==> config.mk <==
export PLATFORM = sky130hd
export DESIGN_NAME = soc_bus_arbiter_flat
export DESIGN_NICKNAME = d
export VERILOG_FILES = /design/src/rtl/soc_bus_arbiter_if.sv /design/src/rtl/soc_bus_arbiter.sv /design/src/flat_wrapper.sv
export SDC_FILE = /design/constraint.sdc
export NUM_CORES = 1
export LEC_CHECK = 0
export ABC_AREA = 1
export BUFFER_PORTS_ARGS = -buffer_cell sky130_fd_sc_hd__buf_2
export CAP_MARGIN = 20
export CORE_MARGIN = 2
export CORE_UTILIZATION = 48
export CTS_BUF_LIST = sky130_fd_sc_hd__clkbuf_8
export DETAILED_ROUTE_END_ITERATION = 10
export HOLD_SLACK_MARGIN = 0.02
export PLACE_DENSITY = 0.76
export SYNTH_ARGS = -nofsm -noshare
export SYNTH_HDL_FRONTEND = slang
export SYNTH_SLANG_ARGS = --single-unit
==> constraint.sdc <==
create_clock -name clk -period 1.4 [get_ports clk]
set_input_delay 0.21 -clock clk [delete_from_list [all_inputs] [get_ports clk]]
set_output_delay 0.21 -clock clk [all_outputs]
set_load 0.05 [all_outputs]
==> src/rtl/soc_bus_arbiter_if.sv <==
// Requester and bus-master signal bundle for soc_bus_arbiter.
// The master modport is the arbiter's view; slave is the requesters plus the bus.
interface soc_bus_arbiter_if;
    logic       r0_valid, r1_valid;
    logic [7:0] r0_addr,  r1_addr;
    logic [7:0] r0_wdata, r1_wdata;
    logic       r0_we,    r1_we;
    logic       r0_lock,  r1_lock;
    logic       r0_ready, r1_ready;
    logic [7:0] r0_rdata, r1_rdata;
    logic       r0_err,   r1_err;
    logic [7:0] bus_addr;
    logic [7:0] bus_wdata;
    logic       bus_we;
    logic       bus_valid;
    logic [7:0] bus_rdata;
    logic       bus_ready;

    modport master (
        input  r0_valid, r0_addr, r0_wdata, r0_we, r0_lock,
        input  r1_valid, r1_addr, r1_wdata, r1_we, r1_lock,
        output r0_ready, r0_rdata, r0_err,
        output r1_ready, r1_rdata, r1_err,
        output bus_addr, bus_wdata, bus_we, bus_valid,
        input  bus_rdata, bus_ready
    );

    modport slave (
        output r0_valid, r0_addr, r0_wdata, r0_we, r0_lock,
        output r1_valid, r1_addr, r1_wdata, r1_we, r1_lock,
        input  r0_ready, r0_rdata, r0_err,
        input  r1_ready, r1_rdata, r1_err,
        input  bus_addr, bus_wdata, bus_we, bus_valid,
        output bus_rdata, bus_ready
    );
endinterface

==> src/rtl/soc_bus_arbiter.sv <==
// Two-requester round-robin arbiter with short-burst lock, bus-timeout watchdog
// and registered bus/response outputs. One transaction in flight at a time.
module soc_bus_arbiter #(
    parameter int unsigned TIMEOUT  = 16,
    parameter int unsigned MAX_HOLD = 4
) (
    input  logic                clk,
    input  logic                rst,
    soc_bus_arbiter_if.master   arb
);
    localparam int unsigned DW = 8;
    localparam int unsigned AW = 8;
    localparam int unsigned TW = 8;
    localparam int unsigned HW = 4;
    localparam logic [TW-1:0] TMO_LAST = TW'(TIMEOUT - 1);
    localparam logic [HW-1:0] HOLD_MAX = HW'(MAX_HOLD);

    typedef enum logic [1:0] {IDLE, ACCESS, RESP} state_e;

    state_e        state_q;
    logic [AW-1:0] bus_addr_q;
    logic [DW-1:0] bus_wdata_q;
    logic          bus_we_q;
    logic          bus_valid_q;
    logic          r0_ready_q, r1_ready_q;
    logic [DW-1:0] r0_rdata_q, r1_rdata_q;
    logic          r0_err_q,   r1_err_q;
    logic [DW-1:0] rdata_q;
    logic          err_q;
    logic          grant_q;
    logic          last_grant_q;
    logic          lock_vld_q;
    logic          lock_owner_q;
    logic [HW-1:0] hold_cnt_q;
    logic [TW-1:0] tmo_cnt_q;

    logic          any_req;
    logic          owner_req;
    logic          lock_win;
    logic          winner;
    logic          win_lock;
    logic          other_req;

    // Winner selection for IDLE and lock bookkeeping inputs for RESP
    always_comb begin
        any_req   = arb.r0_valid | arb.r1_valid;
        owner_req = lock_owner_q ? arb.r1_valid : arb.r0_valid;
        lock_win  = lock_vld_q && owner_req && (hold_cnt_q < HOLD_MAX);
        winner    = arb.r1_valid;
        if (lock_win) begin
            winner = lock_owner_q;
        end else if (arb.r0_valid && arb.r1_valid) begin
            winner = ~last_grant_q;
        end
        win_lock  = grant_q ? arb.r1_lock  : arb.r0_lock;
        other_req = grant_q ? arb.r0_valid : arb.r1_valid;
    end

    always_ff @(posedge clk) begin
        if (rst) begin
            state_q      <= IDLE;
            bus_addr_q   <= '0;
            bus_wdata_q  <= '0;
            bus_we_q     <= 1'b0;
            bus_valid_q  <= 1'b0;
            r0_ready_q   <= 1'b0;
            r1_ready_q   <= 1'b0;
            r0_rdata_q   <= '0;
            r1_rdata_q   <= '0;
            r0_err_q     <= 1'b0;
            r1_err_q     <= 1'b0;
            rdata_q      <= '0;
            err_q        <= 1'b0;
            grant_q      <= 1'b0;
            last_grant_q <= 1'b1;
            lock_vld_q   <= 1'b0;
            lock_owner_q <= 1'b0;
            hold_cnt_q   <= '0;
            tmo_cnt_q    <= '0;
        end else begin
            r0_ready_q <= 1'b0;
            r1_ready_q <= 1'b0;
            r0_rdata_q <= '0;
            r1_rdata_q <= '0;
            r0_err_q   <= 1'b0;
            r1_err_q   <= 1'b0;
            unique case (state_q)
                IDLE: begin
                    if (any_req) begin
                        grant_q     <= winner;
                        bus_addr_q  <= winner ? arb.r1_addr  : arb.r0_addr;
                        bus_wdata_q <= winner ? arb.r1_wdata : arb.r0_wdata;
                        bus_we_q    <= winner ? arb.r1_we    : arb.r0_we;
                        bus_valid_q <= 1'b1;
                        tmo_cnt_q   <= '0;
                        state_q     <= ACCESS;
                    end
                end
                ACCESS: begin
                    // A ready on the final watchdog cycle still counts as success
                    if (arb.bus_ready) begin
                        rdata_q     <= arb.bus_rdata;
                        err_q       <= 1'b0;
                        bus_valid_q <= 1'b0;
                        state_q     <= RESP;
                    end else if (tmo_cnt_q == TMO_LAST) begin
                        rdata_q     <= 8'hFF;
                        err_q       <= 1'b1;
                        bus_valid_q <= 1'b0;
                        state_q     <= RESP;
                    end else begin
                        tmo_cnt_q   <= tmo_cnt_q + TW'(1);
                    end
                end
                RESP: begin
                    if (grant_q) begin
                        r1_ready_q <= 1'b1;
                        r1_rdata_q <= rdata_q;
                        r1_err_q   <= err_q;
                    end else begin
                        r0_ready_q <= 1'b1;
                        r0_rdata_q <= rdata_q;
                        r0_err_q   <= err_q;
                    end
                    last_grant_q <= grant_q;
                    // hold_cnt counts re-grants won through the lock by its current owner
                    if (!win_lock) begin
                        lock_vld_q <= 1'b0;
                        hold_cnt_q <= '0;
                    end else if (lock_vld_q && (lock_owner_q == grant_q)) begin
                        if (!other_req) begin
                            hold_cnt_q <= '0;
                        end else if (hold_cnt_q != HOLD_MAX) begin
                            hold_cnt_q <= hold_cnt_q + HW'(1);
                        end
                    end else begin
                        lock_vld_q   <= 1'b1;
                        lock_owner_q <= grant_q;
                        hold_cnt_q   <= '0;
                    end
                    state_q <= IDLE;
                end
                default: state_q <= IDLE;
            endcase
        end
    end

    assign arb.bus_addr  = bus_addr_q;
    assign arb.bus_wdata = bus_wdata_q;
    assign arb.bus_we    = bus_we_q;
    assign arb.bus_valid = bus_valid_q;
    assign arb.r0_ready  = r0_ready_q;
    assign arb.r1_ready  = r1_ready_q;
    assign arb.r0_rdata  = r0_rdata_q;
    assign arb.r1_rdata  = r1_rdata_q;
    assign arb.r0_err    = r0_err_q;
    assign arb.r1_err    = r1_err_q;
endmodule

==> src/flat_wrapper.sv <==
// flat-port wrapper written by rule: the top's interface ports become plain ports
module soc_bus_arbiter_flat 
#(
    parameter int unsigned TIMEOUT  = 16,
    parameter int unsigned MAX_HOLD = 4
)
  (clk, rst, arb_r0_valid, arb_r0_addr, arb_r0_wdata, arb_r0_we, arb_r0_lock, arb_r1_valid, arb_r1_addr, arb_r1_wdata, arb_r1_we, arb_r1_lock, arb_r0_ready, arb_r0_rdata, arb_r0_err, arb_r1_ready, arb_r1_rdata, arb_r1_err, arb_bus_addr, arb_bus_wdata, arb_bus_we, arb_bus_valid, arb_bus_rdata, arb_bus_ready);
  soc_bus_arbiter_if arb_i ();
  input  logic clk;
  input  logic rst;
  input wire logic [$bits(arb_i.r0_valid)-1:0] arb_r0_valid;
  input wire logic [$bits(arb_i.r0_addr)-1:0] arb_r0_addr;
  input wire logic [$bits(arb_i.r0_wdata)-1:0] arb_r0_wdata;
  input wire logic [$bits(arb_i.r0_we)-1:0] arb_r0_we;
  input wire logic [$bits(arb_i.r0_lock)-1:0] arb_r0_lock;
  input wire logic [$bits(arb_i.r1_valid)-1:0] arb_r1_valid;
  input wire logic [$bits(arb_i.r1_addr)-1:0] arb_r1_addr;
  input wire logic [$bits(arb_i.r1_wdata)-1:0] arb_r1_wdata;
  input wire logic [$bits(arb_i.r1_we)-1:0] arb_r1_we;
  input wire logic [$bits(arb_i.r1_lock)-1:0] arb_r1_lock;
  output wire logic [$bits(arb_i.r0_ready)-1:0] arb_r0_ready;
  output wire logic [$bits(arb_i.r0_rdata)-1:0] arb_r0_rdata;
  output wire logic [$bits(arb_i.r0_err)-1:0] arb_r0_err;
  output wire logic [$bits(arb_i.r1_ready)-1:0] arb_r1_ready;
  output wire logic [$bits(arb_i.r1_rdata)-1:0] arb_r1_rdata;
  output wire logic [$bits(arb_i.r1_err)-1:0] arb_r1_err;
  output wire logic [$bits(arb_i.bus_addr)-1:0] arb_bus_addr;
  output wire logic [$bits(arb_i.bus_wdata)-1:0] arb_bus_wdata;
  output wire logic [$bits(arb_i.bus_we)-1:0] arb_bus_we;
  output wire logic [$bits(arb_i.bus_valid)-1:0] arb_bus_valid;
  input wire logic [$bits(arb_i.bus_rdata)-1:0] arb_bus_rdata;
  input wire logic [$bits(arb_i.bus_ready)-1:0] arb_bus_ready;
  assign arb_i.r0_valid = arb_r0_valid;
  assign arb_i.r0_addr = arb_r0_addr;
  assign arb_i.r0_wdata = arb_r0_wdata;
  assign arb_i.r0_we = arb_r0_we;
  assign arb_i.r0_lock = arb_r0_lock;
  assign arb_i.r1_valid = arb_r1_valid;
  assign arb_i.r1_addr = arb_r1_addr;
  assign arb_i.r1_wdata = arb_r1_wdata;
  assign arb_i.r1_we = arb_r1_we;
  assign arb_i.r1_lock = arb_r1_lock;
  assign arb_r0_ready = arb_i.r0_ready;
  assign arb_r0_rdata = arb_i.r0_rdata;
  assign arb_r0_err = arb_i.r0_err;
  assign arb_r1_ready = arb_i.r1_ready;
  assign arb_r1_rdata = arb_i.r1_rdata;
  assign arb_r1_err = arb_i.r1_err;
  assign arb_bus_addr = arb_i.bus_addr;
  assign arb_bus_wdata = arb_i.bus_wdata;
  assign arb_bus_we = arb_i.bus_we;
  assign arb_bus_valid = arb_i.bus_valid;
  assign arb_i.bus_rdata = arb_bus_rdata;
  assign arb_i.bus_ready = arb_bus_ready;
  soc_bus_arbiter #(.TIMEOUT(TIMEOUT), .MAX_HOLD(MAX_HOLD)) u_core (.clk(clk), .rst(rst), .arb(arb_i));
endmodule
# [After elaboration in Yosys (flattened, before gate mapping)]
# Cells that the tools add are included.
[word_totals] reg_bits=65 in_bits=49 output_inout_bits=38 elab_cells=88
[classes] n_addsub=2 n_lt_le_gt_ge=1 eq_ne=11 n_mux=32 bitwise=5 n_reduce_logical=18
[op_table] op="$mux W8" n=7
[op_table] op="$mux W4" n=4
[op_table] op="$pmux W8 S2" n=1
[op_table] op="$mux W1" n=15
[op_table] op="$reduce_and A2 Y1" n=5
[op_table] op="$add A8 B1 Y8 const B" n=1
[op_table] op="$eq A8 B4 Y1 const B" n=1
[op_table] op="$mux W2" n=3
[op_table] op="$ne A2 B2 Y1 const B" n=3
[op_table] op="$reduce_and A3 Y1" n=2
[op_table] op="$reduce_or A3 Y1" n=2
[op_table] op="$add A4 B1 Y4 const B" n=1
[op_table] op="$logic_and A1 B1 Y1" n=4
[op_table] op="$lt A4 B3 Y1 const B" n=1
[op_table] op="$ne A4 B3 Y1 const B" n=1
[op_table] op="$ne A4 B4 Y1 const B" n=1
[op_table] op="$not A1 Y1" n=4
[op_table] op="$pmux W2 S2" n=1
[op_table] op="$reduce_and A4 Y1" n=1
[op_table] op="$reduce_bool A2 Y1" n=2
[op_table] op="$ne A3 B2 Y1 const B" n=1
[op_table] op="$eq A2 B1 Y1 const B" n=1
[op_table] op="$eq A2 B2 Y1 const B" n=1
[op_table] op="$logic_not A2 Y1" n=1
[op_table] op="other kinds (5)" n=5

# [Longest topological paths before layout]
# Gate-level depths: netlist of run 1.
[depth] word_depth=5 depth_mapped=11 depth_no_buf=11

# [Worst setup path after synthesis of run 1]
# Ideal clock, no wire load.
[synth_timing] path_type="reg-to-reg" startpoint="reg u_core.tmo_cnt_q[0]" endpoint="reg u_core.tmo_cnt_q[2]" setup_ps=132 t_arrival_ps=1200 t_required_ps=1268 setup_slack_ps=68 stages_incl_launch_ff=11 n_path_buf=0 synth_period_minus_slack_ps=1332 path_cell_list="dfxtp_1 ha_1 nand2_1 inv_1 nand2_1 nor2_4 nand2_2 nand2_4 inv_2 nand2_1 a21oi_1"
[synth_via] elab_chain_cells=4 word_cells_on_any_way=7 cone_classes="1 x add/sub; 2 x eq/ne; 3 x mux; 1 x reduce/logical"
[synth_rtl] element="from (decl)" line="soc_bus_arbiter.sv:35" source="logic [TW-1:0] tmo_cnt_q;"
[synth_rtl] element="from (signal assigned)" line="soc_bus_arbiter.sv:112" source="tmo_cnt_q <= tmo_cnt_q + TW'(1);"
[synth_rtl] element="$add A8 B1 Y8" line="soc_bus_arbiter.sv:112"
[synth_rtl] element="$mux W8" line="soc_bus_arbiter.sv:106" source="end else if (tmo_cnt_q == TMO_LAST) begin"
[synth_rtl] element="$mux W8" line="soc_bus_arbiter.sv:101" source="if (arb.bus_ready) begin"
[synth_rtl] element="$pmux W8 S2" line="soc_bus_arbiter.sv:87" source="unique case (state_q)"
# Parallel ways exist; a longest one is shown, timed or not. The select of a mux whose other input is x is not followed.
# A chain may end at the register's enable or synchronous reset.

# [Worst setup path after layout of run 1]
[layout_timing] startpoint="reg u_core.tmo_cnt_q[0]" endpoint="reg u_core.tmo_cnt_q[1]"
# The elaborated chain is that of the path after synthesis.

==> results of run 1 <==
[layout make-up]
cell class | instances | area share
Inverter | 53 | 0.0542
Multi-Input combinational cell | 267 | 0.356
Sequential cell | 65 | 0.352
Timing Repair Buffer | 102 | 0.158
Tap cell | 72 | 0.0242
Clock inverter | 6 | 0.0178
Clock buffer | 10 | 0.0370
[cells in the mapped netlist (all sizes together)]
| cell | number |
|---|---|
| o21ai | 19 |
| xor2 | 2 |
| ha | 3 |
| nor2 | 83 |
| clkbuf | 3 |
| a31oi | 1 |
| inv | 53 |
| buf | 9 |
| nand2 | 81 |
| nand3 | 50 |
| dfxtp | 65 |
| a21oi | 20 |
| nand4 | 4 |
| nor3 | 4 |
[state kept, by name, indices dropped and copies added (netlist names)]
name / flops
u_core.arb.bus_addr: 8
u_core.arb.bus_valid: 1
u_core.arb.bus_wdata: 8
u_core.arb.bus_we: 1
u_core.arb.r0_err: 1
u_core.arb.r0_rdata: 8
u_core.arb.r0_ready: 1
u_core.arb.r1_err: 1
u_core.arb.r1_rdata: 8
u_core.arb.r1_ready: 1
u_core.err_q: 1
u_core.grant_q: 1
u_core.hold_cnt_q: 4
u_core.last_grant_q: 1
u_core.lock_owner_q: 1
u_core.lock_vld_q: 1
u_core.rdata_q: 8
u_core.state_q: 2
u_core.tmo_cnt_q: 8
[cell families (layout without fill, tap and decap cells)]
logic type	count (synthesis)	after routing
flops	65	65
buf+inv	65	171
compound gates	40	40
xor+xnor	2	2
simple gates	222	222
fa+ha+maj	3	3
[power by group]
part | total, uW | switching [uW] | internal [uW] | leakage [uW]
clock network | 1620 | 740 | 876 | 0.000107
registers | 2000 | 56.6 | 1950 | 0.000533
logic | 877 | 589 | 288 | 0.00123
[tightest hold or removal path, delay by kind of cell]
kind / cells / cell delay [ns]
buffers and inverters: 2 / 0.11
and+or+nand+nor: 3 / 0.13
[worst paths after layout]
path,startpoint,slack [ns],cells after the start,endpoint
worst min-delay path,arb_r0_wdata[2],0.14,5,u_core.arb.bus_wdata[2]$_SDFFE_PP0P_
worst min register to register,u_core.rdata_q[7]$_SDFFE_PP0P_,0.46,2,u_core.arb.r1_rdata[7]$_SDFF_PP0_
worst max-delay path,u_core.tmo_cnt_q[0]$_SDFFE_PP0P_,0.05,10,u_core.tmo_cnt_q[1]$_SDFFE_PP0P_
worst max register to register,u_core.tmo_cnt_q[0]$_SDFFE_PP0P_,0.05,10,u_core.tmo_cnt_q[1]$_SDFFE_PP0P_
[per-layer routing]
layer / share of wire / up-vias / routed length [um]
met5: 0 / - / 0
met4: 0.018 / 0 / 116
met3: 0.066 / 9 / 426
met2: 0.47 / 78 / 3060
met1: 0.44 / 1221 / 2870
li1: - / 1445 / -
[stage by stage]
step	hold WS, ns	instances	setup TNS, ns	power (uW)	util
6_report	0.145	575	0	4500	0.663
5_1_grt	0.161	575	-0.160	4710	0.663
4_1_cts	0.136	572	0	4490	0.644
3_5_place_dp	0.455	556	-0.100	2880	0.606
3_3_place_gp	0.449	556	0	2860	0.606
2_1_floorplan	0.289	397	0	2630	-
[repair_timing]
item	4_1_cts	5_1_grt
pin swaps	2	4
gates cloned	0	0
resized for setup	3	21
endpoints found under the setup margin	5	37
buffers inserted	0	3
==> metrics.csv, run 1 <==
stage,metric,value,unit
status,status,"finished, final reports clean",
synthesis,"area leader, netlist",dfxtp_1,
clocking,Clock transition at path regs,0.08,ns
setup_path,crit-path leading delay family,simple AND/OR/NAND/NOR gates,
layout,"commonest non-fill, non-tap cell in the layout",buf_2,
synthesis,Netlist cell types,26,
setup_path,WP buf/inv,1,
floorplan,die area,6520,um^2
global_route,number of global-route vias before repair,2437,
synthesis,simple-gate share of the synthesized area,0.346,
clocking,"Clk Latency, worst-skew pair",0.34,ns
synthesis,largest family of logic cells by synthesized area,simple AND/OR/NAND/NOR gates,
floorplan,Die Y,80.7,um
clocking,TritonCTS Sinks,65,
synthesis,Synth top area share,0.461,
layout,# nets final,550,
global_route,Total Routing Usage GR,0.207,
setup_path,Worst Setup Start Kind,flip-flop,
timing,Highest Clock Rate,0.743,GHz
global_route,largest net degree at the start of global routing,37,
placed_design,placed cell area,3400,um^2
synthesis,multiplexer area fraction after synthesis,0,
synthesis,compound-cell area share of the yosys netlist,0.0793,
synthesis,adder-cell share of the synthesized area,0.0133,
route,1st-pass router iterations,4,
synthesis,Synth Register Bits,65,
floorplan,Initial Util,0.504,
floorplan,die width,80.7,um
timing,fin crit share,0.962,
layout,filler instances,495,
clocking,clock root cell,clkbuf_8,
timing,Slew headroom,0.696,
placed_design,detailed placement HPWL,4570,um
synthesis,XOR/XNOR Fraction of Synth Area,0.00620,
route,Routed WL,6470,um
clocking,H-tree levels,3,
global_route,GRT overflow,0,
timing,Tightest Pin Transition,0.455,ns
global_route,met2 usage,0.334,
layout,area delta synth->final,31.5,%
pwr,peak supply drop,0.000771,V
synthesis,Mapped Cells,397,
timing,Final WS setup,0.0533,ns
synthesis,YS warnings,0,
setup_path,Worst path max stage delay,0.36,ns
worst_hold_path,Min-Delay Path Class,input pin to flip-flop,
placed_design,Buffers on Ports,86,
global_route,initial antenna violation count,0,
route,via count,2753,
layout,"commonest cells after routing, fill and taps aside","buf_2, nor2_1, nand2_1, dfxtp_1, nand3_1",
timing,Final Hold Vio Count,0,
layout,fraction of layout cells with a size suffix above 1,0.308,
layout,fin area,3720,um^2
timing,max-slew violation total from the final report,0,
floorplan,total core area,5610,um^2
clocking,number of CTS-inserted buffers,9,
layout,storage element area,1310,um^2
route,Final ANT Viol Nets,0,
setup_path,WP data arrival,1.58,ns
route,Avg Vias per Cell,4.79,
synthesis,Synth area leaders,"dfxtp_1, nor2_1, nand2_1",
synthesis,post-synth net total,449,
timing,Final setup viols,0,
pwr,power density over the cells,1210,nW/um^2
setup_path,crit-path cells,ha_4 > nand2_2 > inv_2 > nand2_4 > nor2_4 > nand2_4 > nand2_8 > nand2_2 > o21ai_1 > nor2_1,
setup_path,Critical Path End Type,flip-flop,
timing,RSZ-0062 raised after global routing,true,
placed_design,Placement Setup Slack,-0.0374,ns
global_route,GRT Max-Usage Layer,met2,
global_route,first-pass GRT wire length,10400,um
setup_path,Crit Path Category,flip-flop to flip-flop,
route,Post-route DRC,0,
setup_path,Worst path slowest cell,dfxtp_2,
flow_run,max cap viols,0,
synthesis,synthesized area per cell,7.12,um^2
floorplan,row cnt,27,
route,DRT iter0 DRCs,116,
clocking,TritonCTS clock tree,done,
global_route,met1 usage,0.253,
synthesis,"Seq/Total Area, Yosys",0.461,
route,drt wl/cell,11.3,um
setup_path,crit-path max FO,8,
layout,# diodes,0,
floorplan,Ports,87,
clocking,clk buf depth,2,
placed_design,GP Congestion,0.826,
timing,Max Clock Skew,0.00930,ns
setup_path,Critical Path RT,1.63,ns
layout,multi-input logic area,1320,um^2
timing,fin crit period,1.35,ns
synthesis,Post-Syn Area,2830,um^2
clocking,cts hold-fix bufs,0,
global_route,met3 Use GR,0.0539,
pwr,leak pwr,0.00187,uW
(Power assumes the default switching activity.)
==> run 2: changes to the inputs <==
--- a/config.mk
+++ b/config.mk
@@ -5,15 +5,15 @@
 export SDC_FILE = /design/constraint.sdc
 export NUM_CORES = 1
 export LEC_CHECK = 0
-export ABC_AREA = 1
+export ABC_AREA = 0
 export BUFFER_PORTS_ARGS = -buffer_cell sky130_fd_sc_hd__buf_2
 export CAP_MARGIN = 20
 export CORE_MARGIN = 2
-export CORE_UTILIZATION = 48
+export CORE_UTILIZATION = 47
 export CTS_BUF_LIST = sky130_fd_sc_hd__clkbuf_8
 export DETAILED_ROUTE_END_ITERATION = 10
 export HOLD_SLACK_MARGIN = 0.02
-export PLACE_DENSITY = 0.76
+export PLACE_DENSITY = 0.75
 export SYNTH_ARGS = -nofsm -noshare
 export SYNTH_HDL_FRONTEND = slang
 export SYNTH_SLANG_ARGS = --single-unit
==> run 2 against run 1 <==
  * The flow now finishes with violations (setup timing)
  * Global-route usage increased by 2.9 points
  * Combinational power increased by 3.8%
  * Clock skew decreased by 0.0015 ns
  * Critical endpoint is now u_core.arb.bus_addr[2]$_SDFFE_PP0P_
  * Largest power group unchanged
==> metrics.csv, run 2 <==
stage,metric,value,unit,change
timing,fin crit period,1.56,ns,+0.210 ns
timing,Final Hold Vio Count,0,,unchanged
setup_path,reg2reg setup slack,-0.16,ns,-0.21 ns
layout,multi-input logic area,1580,um^2,+19%
clocking,clock root cell,clkbuf_8,,
setup_path,Crit Path Category,flip-flop to flip-flop,,
layout,storage element area,1320,um^2,+1.1%
floorplan,total core area,5510,um^2,-1.8%
setup_path,Worst Setup Start Kind,flip-flop,,
synthesis,post-synth net total,348,,-22%
clocking,number of CTS-inserted buffers,9,,unchanged
worst_hold_path,Min-Delay Path Class,input pin to flip-flop,,
setup_path,RR Startpoint,u_core.hold_cnt_q[2]$_SDFFE_PP0P_,,
clocking,cts hold-fix bufs,0,,unchanged
synthesis,Synth area leaders,"dfxtp_1, a311oi_1, nor2_1",,
synthesis,Post-Syn Area,2690,um^2,-4.7%
route,1st-pass router iterations,4,,unchanged
route,via count,2731,,-0.80%
status,failing checks,setup timing,,
timing,Highest Clock Rate,0.642,GHz,-13%
synthesis,Netlist cell types,48,,+85%
synthesis,ys async rst share,0,,unchanged
synthesis,YS warnings,0,,unchanged
flow_run,max cap viols,0,,unchanged
route,drt wl/cell,15.9,um,+42%
synthesis,"area leader, netlist",dfxtp_1,,
route,Final ANT Viol Nets,0,,unchanged
layout,"commonest non-fill, non-tap cell in the layout",buf_2,,
setup_path,WP data arrival,1.81,ns,+0.23 ns
clocking,H-tree levels,3,,unchanged
setup_path,Critical Path End Type,flip-flop,,
layout,area delta synth->final,51.1,%,
floorplan,die width,79.7,um,-1.3%
synthesis,synth cell count leaders,"dfxtp_1, nor2_1, nand3_1, and2_1, a311oi_1",,
floorplan,Initial Util,0.489,,-0.0150
timing,RSZ-0062 raised after global routing,true,,
layout,fraction of layout cells with a size suffix above 1,0.511,,+0.202
timing,Tightest Pin Transition,0.447,ns,-0.00761 ns
timing,Max Clock Skew,0.00785,ns,-0.00146 ns
global_route,first-pass GRT wire length,11600,um,+11%
synthesis,Synth top area share,0.483,,+0.0229
setup_path,crit-path cells,nor3b_4 > mux2i_2 > buf_6 > o21ai_1 > a311oi_2,,
timing,setup TNS,-1.91,ns,-1.91 ns
floorplan,row cnt,27,,unchanged
route,Routed WL,7950,um,+23%
setup_path,R2R Path End,u_core.arb.bus_addr[2]$_SDFFE_PP0P_,,
setup_path,Critical Path RT,1.65,ns,+0.02 ns
timing,max-slew violation total from the final report,0,,unchanged
setup_path,crit-path max FO,8,,unchanged
floorplan,die area,6350,um^2,-2.6%
global_route,largest net degree at the start of global routing,36,,-2.7%
pwr,leak pwr,0.00170,uW,-9.1%
setup_path,Worst path slowest cell,dfxtp_4,,
worst_hold_path,WHS Endpoint,u_core.arb.bus_wdata[4]$_SDFFE_PP0P_,,
clocking,"Clk Latency, worst-skew pair",0.34,ns,about the same
synthesis,"Seq/Total Area, Yosys",0.483,,+0.0229
setup_path,Register-to-Register Path Depth,5,,-5
layout,filler instances,384,,-22%
clocking,clk buf depth,2,,unchanged
route,Post-route DRC,0,,unchanged
route,Avg Vias per Cell,5.47,,+14%
layout,# nets final,474,,-14%
synthesis,synthesized area per cell,9.09,um^2,+28%
synthesis,"count leader, synth",dfxtp_1,,
floorplan,Ports,87,,unchanged
clocking,Clock transition at path regs,0.08,ns,about the same
worst_hold_path,Hold Path Cell Cnt,3,,-2
global_route,GRT overflow,0,,unchanged
setup_path,Worst path max stage delay,0.35,ns,about the same
floorplan,Die Y,79.7,um,-1.3%
route,DRT iter0 DRCs,167,,+44%
clocking,TritonCTS clock tree,done,,
timing,fin crit share,1.11,,+0.150
timing,Final WS setup,-0.157,ns,-0.210 ns
global_route,initial antenna violation count,0,,unchanged
synthesis,Mapped Cells,296,,-25%
status,status,"finished, violations left",,
worst_hold_path,hold_sp,arb_r0_wdata[4],,
synthesis,"EDFF count, synth",0,,unchanged
placed_design,detailed placement HPWL,4800,um,+5.1%
synthesis,Most used DFF post-synth,dfxtp_1,,
placed_design,GP Congestion,0.850,,+2.8%
layout,final core occ,0.739,,+0.0760
placed_design,Buffers on Ports,86,,unchanged
pwr,power density over the cells,1140,nW/um^2,-5.4%
pwr,peak supply drop,0.000823,V,+6.8%
layout,"commonest cells after routing, fill and taps aside","buf_2, dfxtp_1, buf_4, nor2_1, nand3_1",,
global_route,number of global-route vias before repair,2602,,+6.8%
layout,# diodes,0,,unchanged
timing,Final setup viols,24,,+24
global_route,Total Routing Usage GR,0.236,,+0.0293
timing,Slew headroom,0.701,,+0.00444
clocking,TritonCTS Sinks,65,,unchanged
synthesis,Synth Register Bits,65,,unchanged
==> run 2: critical path, delay by kind of cell (launching register included) <==
| kind | cells | cell delay (ns) |
|---|---|---|
| AOI/OAI and AO/OA | 2 | 0.40 |
| DFF | 1 | 0.35 |
| muxes | 1 | 0.31 |
| and+or+nand+nor | 1 | 0.23 |
| buffers and inverters | 1 | 0.18 |
==> run 2: cell families after synthesis <==
| group | after synthesis | share of synthesized area |
|---|---|---|
| simple gates | 122 | 0.247 |
| mux | 4 | 0.0181 |
| flops | 65 | 0.483 |
| fa+ha+maj | 3 | 0.0139 |
| compound gates | 69 | 0.172 |
| buf+inv | 27 | 0.0465 |
| xor+xnor | 6 | 0.0195 |
==> run 2: stage by stage <==
stage | hold WS, ns | worst slack [ns] | cell area, um^2 | power [uW] | cells
global placement | 0.453 | -0.0844 | 3430 | 2790 | 468
finish | 0.135 | -0.157 | 4070 | 4660 | 499
CTS | 0.125 | -0.0716 | 3780 | 4570 | 493
global route | 0.138 | -0.195 | 4070 | 4840 | 499
detailed placement | 0.460 | -0.109 | 3430 | 2810 | 468
floorplan | 0.316 | -0.202 | 2750 | 2560 | 296
==> run 2: cell type report <==
cell class              count  share of cell area
well taps                  72              0.0221
inverters                   5             0.00461
multi-input cells         206               0.388
clock buffers               9              0.0305
repair buffers            135               0.206
flip-flops and latches     65               0.325
clock inverters             7              0.0231
==> run 2: timing repair <==
action,CTS,global route
buffers inserted,6,7
gates cloned,3,0
pin swaps,16,37
endpoints found under the setup margin,29,46
resized for setup,21,58
==> run 2: worst max-delay path by stage <==
stage | startpoint | to | cells after the start
2_1_floorplan | u_core.tmo_cnt_q[0]$_SDFFE_PP0P_ | u_core.tmo_cnt_q[3]$_SDFFE_PP0P_ | 7
3_3_place_gp | u_core.state_q[0]$_SDFFE_PP0P_ | u_core.tmo_cnt_q[1]$_SDFFE_PP0P_ | 5
3_5_place_dp | u_core.tmo_cnt_q[1]$_SDFFE_PP0P_ | u_core.tmo_cnt_q[2]$_SDFFE_PP0P_ | 5
4_1_cts | u_core.tmo_cnt_q[1]$_SDFFE_PP0P_ | u_core.tmo_cnt_q[3]$_SDFFE_PP0P_ | 5
5_1_grt | u_core.tmo_cnt_q[1]$_SDFFE_PP0P_ | u_core.tmo_cnt_q[3]$_SDFFE_PP0P_ | 5
6_report | u_core.hold_cnt_q[2]$_SDFFE_PP0P_ | u_core.arb.bus_addr[2]$_SDFFE_PP0P_ | 5
==> run 2: power breakdown <==
| group | internal (uW) | total, uW | switching [uW] |
|---|---|---|---|
| combinational | 325 | 910 | 585 |
| clock | 1000 | 1750 | 746 |
| sequential | 1940 | 2000 | 60.5 |
==> run 2: layer usage <==
metal	share of wire	up-vias	GRT usage
met5	0	-	0
met4	0.036	0	0.122
met3	0.061	27	0.0588
met2	0.49	109	0.385
met1	0.41	1263	0.287
li1	-	1332	-
